## config.mk

```make
export PLATFORM = sky130hd
export DESIGN_NAME = mem_port_arbiter
export DESIGN_NICKNAME = d
export VERILOG_FILES = /design/src/rtl/mem_port_arbiter.sv
export SDC_FILE = /design/constraint.sdc
export NUM_CORES = 1
export LEC_CHECK = 0
export ABC_CLOCK_PERIOD_IN_PS = 4270
export BUFFER_PORTS_ARGS = -buffer_cell sky130_fd_sc_hd__buf_2
export CORE_ASPECT_RATIO = 1.4
export CORE_UTILIZATION = 24
export DETAILED_ROUTE_END_ITERATION = 16
export HOLD_SLACK_MARGIN = 0.02
export MAX_ROUTING_LAYER = met4
export PLACE_DENSITY_LB_ADDON = 0.25
export SYNTH_ARGS = -nofsm -noshare
export SYNTH_HDL_FRONTEND = slang
export SYNTH_SLANG_ARGS = --single-unit
```

## constraint.sdc

```tcl
create_clock -name clk -period 4.27 [get_ports clk]
set_input_delay 0.427 -clock clk [delete_from_list [all_inputs] [get_ports clk]]
set_output_delay 0.427 -clock clk [all_outputs]
set_load 0.05 [all_outputs]
```

## src/rtl/mem_port_arbiter.sv

```systemverilog
// -----------------------------------------------------------------------------
// mem_port_arbiter
//
// Shares one unified memory port between instruction fetch and load/store
// data accesses. In IDLE the arbiter grants one pending requester, registers
// its access onto the memory port and moves to BUSY. In BUSY it waits for
// mem_ack, or aborts through the watchdog, then returns to IDLE. The owner of
// the finished access receives a one-cycle done pulse. The pipeline stall
// fed to control_unit is also driven here.
//
// Ports
//   clk, rst_n            clock, asynchronous active-low reset
//   if_req/if_addr        fetch request (held until if_done) and address
//   if_done/if_rdata      fetch completion pulse and instruction word
//   d_rd/d_wr             load / store request (held until d_done); both = store
//   d_addr/d_wdata/d_be   data address, store data, store byte enables
//   d_done/d_rdata        data completion pulse and load data
//   mem_req/mem_we        memory request (held until ack/abort), write strobe
//   mem_addr/mem_wdata    registered memory address and write data
//   mem_be                registered byte enables (all ones for reads)
//   mem_ack/mem_rdata     memory completion pulse and read data
//   stall                 pipeline stall while any request is unfinished
//   err                   one-cycle pulse on watchdog abort
// -----------------------------------------------------------------------------
module mem_port_arbiter #(
  parameter int ADDR_WIDTH = 32,
  parameter int DATA_WIDTH = 32,
  parameter int TIMEOUT    = 255
) (
  input  logic                    clk,
  input  logic                    rst_n,
  input  logic                    if_req,
  input  logic [ADDR_WIDTH-1:0]   if_addr,
  output logic                    if_done,
  output logic [DATA_WIDTH-1:0]   if_rdata,
  input  logic                    d_rd,
  input  logic                    d_wr,
  input  logic [ADDR_WIDTH-1:0]   d_addr,
  input  logic [DATA_WIDTH-1:0]   d_wdata,
  input  logic [DATA_WIDTH/8-1:0] d_be,
  output logic                    d_done,
  output logic [DATA_WIDTH-1:0]   d_rdata,
  output logic                    mem_req,
  output logic                    mem_we,
  output logic [ADDR_WIDTH-1:0]   mem_addr,
  output logic [DATA_WIDTH-1:0]   mem_wdata,
  output logic [DATA_WIDTH/8-1:0] mem_be,
  input  logic                    mem_ack,
  input  logic [DATA_WIDTH-1:0]   mem_rdata,
  output logic                    stall,
  output logic                    err
);

  localparam int BE_WIDTH  = DATA_WIDTH / 8;
  localparam int CNT_WIDTH = (TIMEOUT > 1) ? $clog2(TIMEOUT) : 1;
  localparam bit WDOG_EN   = (TIMEOUT != 0);
  // Counter value on the last busy cycle before the watchdog fires.
  localparam logic [CNT_WIDTH-1:0] CNT_LAST = CNT_WIDTH'((TIMEOUT > 0) ? TIMEOUT - 1 : 0);

  typedef enum logic { ST_IDLE, ST_BUSY } state_t;
  typedef enum logic { OWN_FETCH, OWN_DATA } owner_t;

  state_t                 state;
  // owner keeps its value while IDLE, so it also serves as the last owner
  // for round-robin arbitration.
  owner_t                 owner;
  logic [CNT_WIDTH-1:0]   cnt;

  logic                   data_pend;
  logic                   fetch_pend;
  logic                   grant_data;
  logic                   busy;
  logic                   ack_hit;
  logic                   abort;
  logic                   fin;
  logic [DATA_WIDTH-1:0]  rd_data;

  assign data_pend  = d_rd | d_wr;
  assign fetch_pend = if_req;

  // Data wins when it is alone, or when both pend and fetch went last.
  assign grant_data = data_pend & (~fetch_pend | (owner == OWN_FETCH));

  assign busy    = (state == ST_BUSY);
  assign ack_hit = busy & mem_ack;
  // A real ack in the final cycle beats the watchdog.
  assign abort   = busy & ~mem_ack & WDOG_EN & (cnt == CNT_LAST);
  assign fin     = ack_hit | abort;

  assign mem_req = busy;
  assign err     = abort;

  assign if_done = fin & (owner == OWN_FETCH);
  assign d_done  = fin & (owner == OWN_DATA);

  // Read data passes only on an acknowledged read; writes and aborts give 0.
  assign rd_data  = (ack_hit & ~mem_we) ? mem_rdata : '0;
  assign if_rdata = if_done ? rd_data : '0;
  assign d_rdata  = d_done  ? rd_data : '0;

  // Gated by rst_n so the stall is low throughout reset.
  assign stall = rst_n & (data_pend | fetch_pend) & ~(if_done | d_done);

  always_ff @(posedge clk or negedge rst_n) begin
    if (!rst_n) begin
      state     <= ST_IDLE;
      owner     <= OWN_FETCH;
      cnt       <= '0;
      mem_we    <= 1'b0;
      mem_addr  <= '0;
      mem_wdata <= '0;
      mem_be    <= '0;
    end else begin
      case (state)
        ST_IDLE: begin
          if (data_pend | fetch_pend) begin
            state <= ST_BUSY;
            cnt   <= '0;
            if (grant_data) begin
              owner     <= OWN_DATA;
              mem_we    <= d_wr;
              mem_addr  <= d_addr;
              mem_wdata <= d_wr ? d_wdata : '0;
              mem_be    <= d_wr ? d_be : {BE_WIDTH{1'b1}};
            end else begin
              owner     <= OWN_FETCH;
              mem_we    <= 1'b0;
              mem_addr  <= if_addr;
              mem_wdata <= '0;
              mem_be    <= {BE_WIDTH{1'b1}};
            end
          end
        end
        ST_BUSY: begin
          if (fin) begin
            state <= ST_IDLE;
          end else begin
            cnt <= cnt + 1'b1;
          end
        end
        default: state <= ST_IDLE;
      endcase
    end
  end

endmodule
```

After elaboration in Yosys (flattened, before gate mapping)
Index checks and enable logic that the tools add are counted.
Storage, ports and cells
  register bits: 79
  input port bits: 138
Cells by class
  reductions and logical operators: 2
  equal/unequal tests: 3
  bitwise gates (word level): 20
  $add $sub $neg: 1
  multiplexer cells: 16
Operator list (count)
  2-to-1 mux 32 bit: 6
  2-to-1 mux 8 bit: 2
  case mux 8 bit (2 select lines): 1
  bitwise AND 1 bit: 9
  adder 8 x 1 -> 8 bit (second input constant): 1
  == test 8 bit (second input constant): 1
  2-to-1 mux 4 bit: 2
  inverter 1 bit: 6
  bitwise OR 1 bit: 5
  2-to-1 mux 1 bit: 4
  != test 2 bit (second input constant): 2
  AND reduction 2 bit: 2
  case mux 1 bit (2 select lines): 1

Logic depth before layout (Yosys ltp)
Gate-level depths: netlist (run 1).
  depth in word-level cells: 8
  depth in mapped cells: 7
  gate-level depth less buffers: 7

Worst setup path before layout (run 1)
No wires, ideal clock.
  path type: register to output
  start: reg cnt[0]
  end: out stall
  setup slack: 1.557 ns
  buffers on the path: 0
  arrival: 2.286 ns
  cell stages (with the launch flop): 7
  cell sequence: dfrtp_1 -> inv_1 -> ha_1 -> and4_4 -> a21oi_2 -> nor2b_1 -> nor3b_1
Between the ends
  longest elaborated chain between the ends: 7
RTL lines
  start, declared: line 67  | logic [CNT_WIDTH-1:0] cnt;
  start signal, assigned: line 138  | cnt <= cnt + 1'b1;
  == test 8 bit (*): line 87  | assign abort = busy & ~mem_ack & WDOG_EN & (cnt == CNT_LAST);
  bitwise AND 1 bit (*): line 87
  bitwise OR 1 bit (*): line 88  | assign fin = ack_hit | abort;
  bitwise AND 1 bit (on tied branches): line 93, 94
  bitwise OR 1 bit (*): line 102  | assign stall = rst_n & (data_pend | fetch_pend) & ~(if_done | d_done);
  inverter 1 bit (*): line 102
  bitwise AND 1 bit (*): line 102
  end, declared: line 50  | output logic stall,
Every way passes the cells marked *; elsewhere a longest branch is shown, timed or not.

Worst setup path in the final report (run 1)
  start: reg cnt[0]
  end: out d_rdata[17]
Between the ends
  longest elaborated chain between the ends: 5
RTL lines
  == test 8 bit: line 87
  bitwise AND 1 bit: line 87
  bitwise OR 1 bit: line 88
  bitwise AND 1 bit: line 94  | assign d_done = fin & (owner == OWN_DATA);
  2-to-1 mux 32 bit: line 99  | assign d_rdata = d_done ? rd_data : '0;
  end, declared: line 42  | output logic [DATA_WIDTH-1:0] d_rdata,
Every way passes these cells.

==> impl_metrics.toml, run 1 <==
[power]
vdd_ir_drop_max_uv = 353
leakage_nw = 3.40
power_density_nw_per_um2 = 760

[clock_network]
clk_pin_slew_ns = 0.07
postCtsHoldBufs = 0
clockBufferDepth = 2
cts_tree = "built"
clkLatencyLatePin_ns = 0.33
numCtsBuffers = 9
post_cts.repair.setup_buffers = 0
cts-htree-levels = 3
post_cts_resized = 0
cts_sinks = 79
cts_root_buf = "clkbuf_16"

[floorplanning]
num_io_pins = 276
start_util_pct = 24.7
die_x_um = 109
die-area_um2 = 16600
rows = 54
core_um2 = 15600
die_y_um = 152

[timing]
slew_viol_final = 0
finalCritPeriodShare_pct = 73.1
slew_headroom_pct = 27.1
fin_crit_ns = 3.12
max_freq_ghz = 0.321
hold_violations = 0
hold_ws_ns = 0.0342
setup_ws_ns = 1.15
tightest_slew_ns = 1.09
rsz0062_at_grt = "false"
finalSetupTns_ns = 0
finClkSkew_ns = 0.0109
finalSetupViolCount = 0

[setup_path]
end_kind = "primary output"
r2r_slack_ns = 2.20
r2r-start = "mem_req"
worst_ep_required_time_ns = 3.84
cp_data_arrival_time_ns = 2.69
r2r_end = "mem_addr[5]"
critPathKind = "register to primary output"
cp-start-kind = "register"
worstPathMaxFanout = 33
ff2ff_path_depth = 3

[route]
totalWireLength_mm = 12.1
drt_iter0_drc = 91
vias_per_cell = 4.56
first_pass_iters = 4
avgRoutedWirePerCell_um = 14.6
vias = 3788
drcViolationCount = 0
antenna_left = 0

[grt]
grt_pass1_vias = 3598
grt_start_max_net_pins = 67
antenna_found_initial = 0
grtUsageTotal_pct = 14.7
grt-ovfl-total = 0
grt_pass1_wl_mm = 17.9

[placed_design]
dp_hpwl_mm = 9.32
dpl_worst_slack_ns = 1.49
routabilityCongestion = 0.767
dpl-instance-area_um2 = 5340
dp.cells = 814
portBuffers = 275

[synth]
synth_cell_types = 37
syn_nets = 511
yosys-top-cells-count = "79 x dfrtp_1, 67 x and3_1, 42 x nand2_1"
synth_cells = 371
syn_area_um2 = 3850
synth_edf_count = 0
yosysSeqAreaShare_pct = 51.3
ys.flop_type = "dfrtp_1"
synthTopCellsByArea = "dfrtp_1 51%, and3_1 11%, mux2i_1 8.3%"
synth.top_cell.area_share_pct = 51.3
syn_avg_cell_area_um2 = 10.4
async_reset_ff_share_pct = 100
yosysWarningCount = 0
synth-seq-cells = 79
synth_top_area_cell = "dfrtp_1"
synth_most_common_cell = "dfrtp_1"

[flow_run]
cap_viol_max_count = 0

[cells_and_area]
fin_nets = 769
design_area_um2 = 5650
drive_gt1_share_pct = 47.8
insertedDiodeCount = 0
fin_cells = 830
syn_to_final_growth_pct = 46.6
fill_cells = 1608

[outcome]
outcome = "complete, no violations"

[worst_hold_path]
hold_path.class = "input port to asynchronous set/reset pin"
[worst max path at each step]
stage / slack [ns] / from / cells after the start / to
floorplan: 1.56 / cnt[0] / 6 / stall
global placement: 1.60 / cnt[0] / 7 / d_rdata[17]
detailed placement: 1.49 / cnt[0] / 7 / d_rdata[17]
CTS: 1.12 / cnt[0] / 7 / d_rdata[17]
global route: 1.0 / cnt[0] / 7 / d_rdata[17]
finish: 1.15 / cnt[0] / 7 / d_rdata[17]
[placed cells by master, fill, tap and decap left out, types with 3 or more instances in the layout]
| cell type | instances |
|---|---|
| mux2i_1 | 32 |
| nand2_1 | 42 |
| nor3_1 | 4 |
| o21ai_0 | 35 |
| nor2_1 | 4 |
| buf_4 | 5 |
| nand3_1 | 6 |
| and3_1 | 67 |
| buf_2 | 274 |
| o22a_1 | 4 |
| dfrtp_1 | 79 |
| clkbuf_16 | 9 |
| inv_1 | 3 |
| a22o_1 | 32 |
[cell type report]
type	instances	area, µm²	share of cell area, %
multi-input combinational	257	1700	30.1
inverter	3	11.3	0.199
tap	196	245	4.34
clock inverter	7	80.1	1.42
sequential	79	1980	35.0
timing repair buffer	279	1410	24.9
clock buffer	9	225	3.99
[through the flow]
stage,total power [mW],util [%]
5_1_grt,4.54,36.2
6_report,4.29,36.2
3_5_place_dp,3.54,34.2
4_1_cts,4.35,36.2
2_1_floorplan,2.96,-
3_3_place_gp,3.52,34.2
[worst max-delay path: stages (launching register included)]
cell and delay (ns):
dfrtp_1 0.43, inv_1 0.08, ha_1 0.17, and4_4 0.25
a21oi_2 0.09, nor2_2 0.71, and3_1 0.35, buf_2 0.29
[flip-flops by register name, indices dropped and copies added, names as in the netlist]
name	count
mem_be	4
mem_addr	32
mem_req	1
owner	1
mem_wdata	32
cnt	8
mem_we	1
[layer usage]
metal	wire (µm)	track usage [%]	up-vias
li1	-	-	1857
met1	4700	15.3	1696
met2	6140	26.0	225
met3	1090	3.78	10
met4	201	5.21	0
met5	0	-	-
[kinds of logic (layout without fill, tap and decap cells)]
logic type | after synthesis | after routing | share of synthesized area, %
and+or+nand+nor | 140 | 140 | 20.0
AOI/OAI and AO/OA | 82 | 82 | 14.9
DFF | 79 | 79 | 51.3
buffers and inverters | 35 | 298 | 4.64
muxes | 32 | 32 | 8.31
adders and majority gates | 2 | 2 | 0.649
xor gates and xnor gates | 1 | 1 | 0.227
[power breakdown]
part / leakage (nW) / total (mW) / internal (mW) / switching (mW)
registers: 0.997 / 1.25 / 1.05 / 0.194
clock network: 0.148 / 0.782 / 0.461 / 0.321
logic: 2.26 / 2.26 / 0.532 / 1.73
total: 3.40 / 4.29 / 2.05 / 2.25
Note: power is estimated with default switching activity, not from simulation.
==> inputs of run 2 (changes only) <==
ABC_CLOCK_PERIOD_IN_PS = 2650   (was 4270)
clock period = 2.65 ns   (was 4.27 ns; I/O delays follow)
==> run 2 against run 1 <==
Core utilization increased by 0.23 points. Register-to-register slack got worse by 1.4 ns. Sequential cell count unchanged. Sequential power increased by 60%. Critical path depth increased by 1. Clock power increased by 62%. Die area unchanged. Routed wire length decreased by 0.27%. Final cell count increased by 0.36%. Clock skew decreased by 0.0037 ns. First-iteration DRC count increased by 1.1%. Via count increased by 0.34%. Highest routed layer unchanged.
==> impl_metrics.toml, run 2 (same netlist as run 1, synthesis figures left out) <==
[outcome]
outcome = "complete, no violations"

[floorplanning]
start_util_pct = 24.7
core_um2 = 15600
num_io_pins = 276
die_y_um = 152
die-area_um2 = 16600
die_x_um = 109
rows = 54

[route]
drt_iter0_drc = 92
antenna_left = 0
vias_per_cell = 4.56
avgRoutedWirePerCell_um = 14.5
drcViolationCount = 0
vias = 3801
first_pass_iters = 4
totalWireLength_mm = 12.1

[clock_network]
cts-htree-levels = 3
clk_pin_slew_ns = 0.07
cts_sinks = 79
clkLatencyLatePin_ns = 0.33
numCtsBuffers = 9
post_cts.repair.setup_buffers = 0
cts_root_buf = "clkbuf_16"
clockBufferDepth = 2
post_cts_resized = 0
cts_tree = "built"
postCtsHoldBufs = 0

[cells_and_area]
final_cell_mix = "274 x buf_2, 79 x dfrtp_1, 67 x and3_1"
multi_input_area_um2 = 1700
layout_commonest_cell = "buf_2"
top_regs = "mem_addr x32, mem_wdata x32, cnt x8"
insertedDiodeCount = 0
fin_nets = 772
drive_gt1_share_pct = 47.9
fin_cells = 833
regArea_um2 = 1980
syn_to_final_growth_pct = 47.5
fill_cells = 1571

[timing]
hold_ws_ns = 0.139
finalSetupTns_ns = 0
hold_violations = 0
slew_viol_final = 0
finalSetupViolCount = 0
finClkSkew_ns = 0.00712
rsz0062_at_grt = "false"
tightest_slew_ns = 1.02
max_freq_ghz = 0.397
slew_headroom_pct = 32.2
fin_crit_ns = 2.52
finalCritPeriodShare_pct = 95.1

[placed_design]
routabilityCongestion = 0.706
dp.cells = 817
portBuffers = 275
dp_hpwl_mm = 9.24

[setup_path]
cp-start-kind = "register"
cp_data_arrival_time_ns = 2.26
end_kind = "primary output"
worstPathMaxFanout = 33
worst_ep_required_time_ns = 2.38
critPathKind = "register to primary output"

[grt]
antenna_found_initial = 0
grtUsageTotal_pct = 14.5
grt_pass1_vias = 3569
grt_pass1_wl_mm = 17.8
grt_start_max_net_pins = 97
grt-ovfl-total = 0

[power]
vdd_ir_drop_max_uv = 637
leakage_nw = 3.42
power_density_nw_per_um2 = 1220

[worst_hold_path]
hold_path.class = "input port to register"

[flow_run]
cap_viol_max_count = 0
[run 2: power breakdown]
| group | internal, mW | switching [mW] | total, mW |
|---|---|---|---|
| sequential | 1.70 | 0.304 | 2.00 |
| combinational | 0.881 | 2.79 | 3.67 |
| clock | 0.765 | 0.508 | 1.27 |
| total | 3.34 | 3.60 | 6.94 |
[run 2: critical path: stages, from the launching register on]
cell and delay (ns):
dfrtp_1 0.42, inv_1 0.08, ha_1 0.16, and4_4 0.26
a21oi_2 0.09, nor2_2 0.11, buf_4 0.25, and3_1 0.27
buf_2 0.29
[run 2: worst paths after layout]
check / cells past startpoint / slack [ns] / from / end
min in group asynchronous: 2 / 0.21 / rst_n / mem_addr[23]
max in group asynchronous: 2 / 1.79 / rst_n / mem_addr[4]
worst max register to register: 6 / 0.82 / cnt[0] / cnt[2]
worst max-delay path: 8 / 0.13 / cnt[0] / d_rdata[17]
worst min register to register: 2 / 0.47 / mem_addr[15] / mem_addr[15]
worst min-delay path: 2 / 0.14 / d_be[3] / mem_be[3]
[run 2: cell type report]
type | instances | area share [%]
Clock buffer | 11 | 4.27
Inverter | 3 | 0.198
Clock inverter | 5 | 1.12
Sequential cell | 79 | 34.8
Timing Repair Buffer | 282 | 25.4
Multi-Input combinational cell | 257 | 29.9
Tap cell | 196 | 4.31
[run 2: through the flow]
stage | area, µm² | total power [mW] | worst slack [ns] | util [%]
6_report | 5690 | 6.94 | 0.130 | 36.4
2_1_floorplan | 3850 | 4.77 | 0.0987 | -
4_1_cts | 5690 | 7.04 | 0.0739 | 36.4
3_5_place_dp | 5380 | 5.72 | 0.445 | 34.5
3_3_place_gp | 5380 | 5.68 | 0.490 | 34.5
5_1_grt | 5690 | 7.35 | 0.00134 | 36.4
[run 2: per-layer routing]
metal	vias to the layer above	GRT usage [%]	routed length, µm
met3	14	4.16	1200
met4	0	4.76	170
met5	-	-	0
li1	1860	-	-
met1	1705	14.5	4530
met2	222	26.2	6200
